<file path="src/rtl/lr35902_oam_dma.sv">
// lr35902_oam_dma: FF46 OAM DMA engine copying LEN bytes from a source page into OAM
module lr35902_oam_dma #(
  parameter int LEN = 160,
  parameter int START_DELAY = 1
) (
  input  logic        clk,
  input  logic        reset,
  input  logic [7:0]  din,
  output logic [7:0]  dout,
  input  logic        read,
  input  logic        write,
  output logic        active,
  output logic [15:0] adr_rd,
  output logic        rd,
  input  logic [7:0]  data_in,
  output logic [7:0]  adr_wr,
  output logic        wr,
  output logic [7:0]  data_out
);
  typedef enum logic [1:0] {IDLE, START, XFER, LAST} state_t;
  localparam logic [7:0] K_LAST = 8'(LEN - 1);
  localparam logic [1:0] DLY = 2'(START_DELAY);
  state_t state, state_nx;
  logic [7:0] src, k, k_nx, buffer, page;
  logic [1:0] dly, dly_nx;
  logic unused_read;
  assign unused_read = read;
  always_ff @(posedge clk or posedge reset) begin
    if (reset) begin
      state  <= IDLE;
      src    <= 8'h00;
      k      <= 8'h00;
      dly    <= 2'd0;
      buffer <= 8'h00;
    end else begin
      state <= state_nx;
      k     <= k_nx;
      dly   <= dly_nx;
      if (write) src <= din;
      if (state == XFER) buffer <= data_in;
    end
  end
  // k counts one past the final byte in LAST, so adr_wr = k-1 holds for every write cycle
  always_comb begin
    state_nx = state;
    k_nx     = k;
    dly_nx   = dly;
    if (write) begin
      state_nx = (state == IDLE && DLY == 2'd0) ? XFER : START;
      k_nx     = 8'h00;
      dly_nx   = DLY;
    end else if (state == START) begin
      dly_nx   = (dly == 2'd0) ? 2'd0 : dly - 2'd1;
      state_nx = (dly <= 2'd1) ? XFER : START;
    end else if (state == XFER) begin
      k_nx     = k + 8'd1;
      state_nx = (k == K_LAST) ? LAST : XFER;
    end else if (state == LAST) begin
      state_nx = IDLE;
    end
  end
  assign page     = (src < 8'hE0) ? src : src - 8'h20;
  assign dout     = src;
  assign active   = state == XFER || state == LAST;
  assign rd       = state == XFER;
  assign wr       = (state == XFER && k != 8'h00) || state == LAST;
  assign adr_rd   = rd ? {page, k} : 16'h0000;
  assign adr_wr   = wr ? k - 8'd1 : 8'h00;
  assign data_out = wr ? buffer : 8'h00;
endmodule

</file>
<file path="config.mk">
export PLATFORM = sky130hd
export DESIGN_NAME = lr35902_oam_dma
export DESIGN_NICKNAME = d
export VERILOG_FILES = /design/src/rtl/lr35902_oam_dma.sv
export SDC_FILE = /design/constraint.sdc
export NUM_CORES = 1
export LEC_CHECK = 0
export ABC_CLOCK_PERIOD_IN_PS = 3700
export CAP_MARGIN = 20
export CORE_AREA = 2 2 77 79
export CTS_BUF_LIST = sky130_fd_sc_hd__clkbuf_8
export CTS_CLUSTER_DIAMETER = 50
export DETAILED_ROUTE_END_ITERATION = 8
export DIE_AREA = 0 0 79 81
export GPL_TIMING_DRIVEN = 0
export PLACE_DENSITY = 0.59
export SYNTH_ARGS = -nofsm -noshare
export SYNTH_HDL_FRONTEND = slang
export SYNTH_SLANG_ARGS = --single-unit
</file>
<file path="constraint.sdc">
create_clock -name clk -period 3.7 [get_ports clk]
set_clock_uncertainty 0.15 [all_clocks]
set_input_delay 0.74 -clock clk [delete_from_list [all_inputs] [get_ports clk]]
set_output_delay 0.74 -clock clk [all_outputs]
set_load 0.02 [all_outputs]
</file>
# After elaboration in Yosys (flattened, before gate mapping)

Cells that the tools add are included.
W data, S select, Z words.

Bits of input ports: 20
Output and inout port bits: 43
Logic and storage cells: 41
Register bits: 28

Eq/ne operators: 5
Magnitude comparators: 2
Multiplexer cells: 16
Add/subtract/negate cells: 4
Reductions and logical operators: 9

Operators with widths:

| cell                  | number |
|---|---|
| $mux W8               | 6 |
| $mux W16              | 1 |
| $mux W2               | 8 |
| $add A8 B1 Y8 const B | 1 |
| $eq A8 B8 Y1 const B  | 1 |
| $lt A8 B8 Y1 const B  | 1 |
| $reduce_bool A8 Y1    | 1 |
| $sub A8 B1 Y8 const B | 1 |
| $sub A8 B6 Y8 const B | 1 |
| $eq A2 B2 Y1 const B  | 2 |
| $reduce_bool A2 Y1    | 2 |
| $reduce_bool A4 Y1    | 1 |
| $eq A2 B1 Y1 const B  | 1 |
| $le A2 B1 Y1 const B  | 1 |
| $logic_not A2 Y1      | 1 |
| $logic_or A1 B1 Y1    | 2 |
| $ne A2 B2 Y1 const B  | 1 |
| $reduce_and A2 Y1     | 1 |
| $sub A2 B1 Y2 const B | 1 |
| $logic_and A1 B1 Y1   | 1 |
| $mux W1               | 1 |

# Depth between registers and ports, before layout

Word-level depth: 5
Gate-level depth with buffers: 8
Depth with buffers taken out: 6

# Worst setup path after synthesis

No wires, ideal clock.

Kind: flip-flop to output port
From: reg k[0]
To: out adr_wr[6]
Buffers on the path: 1
Arrival: 2.119 ns
Setup slack: 0.691 ns
Cell stages (with the launch flop): 7
Data required time: 2.810 ns
Cells stage by stage: dfrtp_1 -> clkbuf_1 -> inv_1 -> ha_1 -> or4b_4 -> or4b_1 -> a21oi_1

Longest elaborated chain between the ends: 4
Elaborated cells on any way between the ends: 5
Those cells by class: add/sub (1); mux (1); reduce/logical (3)

RTL lines:

| element                                                               | RTL line | RTL |
|---|---|---|
| start, declared                                                       | 24       | `logic [7:0] src, k, k_nx, buffer, page;` |
| start signal, assigned                                                | 37       | `k <= k_nx;` |
| parallel branches: the longest is 3 deep, another holds $sub A8 B1 Y8 | n/a      |  |
| $mux W8 (*)                                                           | 68       | `assign adr_wr = wr ? k - 8'd1 : 8'h00;` |
| end, declared                                                         | 16       | `output logic [7:0] adr_wr,` |

Mark *: on every way between the ends.

# Worst setup path after layout

From: reg k[0]
To: out data_out[5]

Longest elaborated chain between the ends: 4

RTL lines:

| element             | RTL line | RTL |
|---|---|---|
| $reduce_bool A8 Y1  | 66       | `assign wr = (state == XFER && k != 8'h00) \|\| state == LAST;` |
| $logic_and A1 B1 Y1 | 66       |  |
| $logic_or A1 B1 Y1  | 66       |  |
| $mux W8             | 69       | `assign data_out = wr ? buffer : 8'h00;` |
| end, declared       | 18       | `output logic [7:0] data_out` |

No other way between the ends.

==> results by group <==
Clock tree
  – Clock Sinks: 28
  – CTS tree: done
  – CTS root buffer: clkbuf_8
  – Clock Tree Buf Depth: 2
  – H-Tree Depth: 1
  – CTS Buf Count: 3
  – Hold-fix buffers, CTS: 0
  – Clock-pin slew on the worst setup and hold paths: around 0.10 ns
  – Clock Latency Late Sink: ~0.27 ns
  – Post-CTS Repair Setup Buffers: 0

Power and ir drop
  – Static leakage: approximately 1.1 nW
  – Final Power: 0.724 mW
  – Pwr dens: ~300 nW/µm²
  – Max VDD drop: between 0.15 and 0.2 mV

Setup path
  – Crit-path max FO: 9
  – Worst Path Arrival: around 2.6 ns
  – Crit path launch type: flip-flop
  – Worst path slowest cell: dfrtp_1
  – Max incr delay on CP: roughly 0.50 ns
  – CP Class: reg -> out
  – CP required: around 2.8 ns
  – CP bufs+invs: 4
  – Critical-path cell list: inv_2 -> ha_1 -> or3b_2 -> buf_2 -> o31ai_4 -> inv_2 -> and2_1 -> dlygate4sd2_1
  – Critical Path Most Common Cell: inv_2
  – Worst setup EP type: output port
  – CP delay by family, top: buffers and inverters

Layout
  – Multi-input gate area: around 820 µm²
  – Area grow syn2layout: 47.6%
  – Final nets: roughly 270
  – Fillers: 604
  – Ratio of cells with drive above 1 in the final layout: 0.104
  – Seq. cell area: about 700 µm²
  – Core Util, Final: 0.422
  – Non-Filler Cell Area, Final: ~2400 µm²
  – Final cell count without fillers: about 320
  – # diodes: 0

Detailed routing
  – Drt first pass iters: 4
  – WL/cell: ~13 µm
  – DR DRC count: 0
  – Post-route ant nets: 0
  – DR vias/cell: roughly 4.6
  – Initial DRC count: 67
  – Vias: roughly 1500
  – Final wirelength: between 4000 and 5000 µm

Placement
  – IO Port Bufs: between 60 and 70
  – Cells after DPL: 321
  – Placed Area: about 2400 µm²
  – Post-DP HPWL: 3180 µm
  – Routability cong.: 0.805
  – Pre-CTS setup slack: ~0.11 ns

Timing
  – Fin crit share: 0.937
  – Worst setup margin: around 0.23 ns
  – Final Max Tran Viols: 0
  – Normalized max-slew margin: 0.593
  – Hold WS: roughly 0.32 ns
  – Finish-stage setup viols: 0
  – Final min period: approximately 3.5 ns
  – Slew @ Worst Pin: roughly 0.61 ns
  – Fmax: 0.288 GHz
  – RSZ-0062 raised after global routing: false
  – Setup_tns: 0 ns
  – Hold Fails Final Rpt: 0

Floorplanning
  – Die Wd: just under 80 µm
  – Chip Height: 81 µm
  – I/O pins: 63
  – Num rows: 28
  – Initial Utilization: 0.285
  – Area of the core: ~5700 µm²
  – Die area: between 6000 and 7000 µm²

Global route
  – Overflow after GRT: 0
  – Largest net degree at the start of global routing: 17
  – Vias in the first global route: approximately 1500
  – First-pass GRT wire length: between 7000 and 8000 µm
  – GRT Overall Usage: 0.141
  – Antenna violations before repair: 0

Worst hold path
  – HP Class: reg -> reg

Run
  – Max Cap Viol: 0

Yosys
  – Netlist cell types: between 40 and 50
  – Top_reg_cell synth: dfrtp_1
  – Number of synthesized flops with an enable pin: 0
  – Synth area leader: dfrtp_1
  – Synth cell count leaders: nand2_1 (35), dfrtp_1 (28), and2_1 (18)
  – Flops & latches, synth: 28
  – Synth Warn #: 0
  – Syn avg cell area: 8.81 µm²
  – Synthesized netlist net count: ~210
  – Share of the synthesized area in the top cell type: 0.432
  – Most common cell in the netlist: nand2_1
  – Mapped Area: 1620 µm²
  – Register area share after synthesis: 0.432
  – Cells after Synth: approximately 180
  – Leading post-synthesis cells by cell area: dfrtp_1 (43%), nand2_1 (8.1%), and2_1 (6.9%), mux2_2 (4.9%), a21oi_1 (3.1%)
  – Async SR Flop Fraction: 1.00

Status
  – Outcome: finished, final reports clean
[metal layers]
metal / global-route usage / wire length, µm
met1: 0.190 / 1940
met2: 0.225 / 1960
met3: 0.0356 / 260
met4: 0.0431 / 17
met5: 0 / 0
[final timing paths]
kind / slack (ns) / start / to / cells after the start
worst min register to register: 0.32 / buffer[5] / buffer[5] / 2
worst max-delay path: 0.23 / k[0] / data_out[5] / 8
min in group asynchronous: 0.67 / reset / dly[0] / 2
worst min-delay path: 0.32 / buffer[5] / buffer[5] / 2
worst max register to register: 1.83 / state[1] / buffer[4] / 6
max in group asynchronous: 2.23 / reset / k[1] / 3
[cells in the final DEF (no fill, tap or decap), drive strengths merged, types with 2 or more instances in the layout]
cell,synthesis,final
clkdlybuf4s50,0,51
buf,6,7
nor2,11,11
dfrtp,28,28
o31ai,6,6
nand2b,2,2
nand3b,3,3
clkbuf,8,11
or4b,2,2
and2,18,18
mux2,7,7
nor3b,2,2
inv,10,10
a21oi,10,10
nor4,2,2
o21ai,6,6
nand2,35,35
nand3,2,2
or3,4,4
ha,4,4
dlygate4sd2,0,10
[worst reg2reg max path, delay by kind of cell (launching register included)]
kind,cells,cell delay (ns)
buffers and inverters,3,0.99
DFF,1,0.37
and+or+nand+nor,3,0.31
[power breakdown]
| group | total, mW | switching (mW) | leakage [nW] | internal (mW) |
|---|---|---|---|---|
| Combinational | 0.179 | 0.0918 | 0.696 | 0.0875 |
| Sequential | 0.354 | 0.0186 | 0.353 | 0.336 |
| Clock | 0.191 | 0.0955 | 0.0288 | 0.0952 |
| Total | 0.724 | 0.206 | 1.08 | 0.518 |
[sequential cells by signal, indices dropped and copies added, names as in the netlist]
register  cells
buffer        8
dout          8
dly           2
k             8
state         2
[repair_timing]
item	in CTS	in global routing
hold endpoints to repair	0	0
pin swaps	1	0
resized for setup	10	3
setup endpoints to repair	10	16
gates cloned	0	0
[area by class of cell]
cell class	instances	area share
repair buffers	62	0.262
well taps	75	0.0392
plain buffers	13	0.0256
clock buffers	4	0.0230
multi-input cells	132	0.342
flip-flops and latches	28	0.293
inverters	10	0.0157
[cell families (layout without fill, tap and decap cells)]
group	Yosys count	after routing	synth area share
xor+xnor	2	2	0.0108
flops	28	28	0.432
compound gates	31	31	0.131
buf+inv	24	89	0.0625
fa+ha+maj	4	4	0.0309
mux	8	8	0.0548
simple gates	87	87	0.277
No activity file was read; power rests on OpenSTA's default activity.
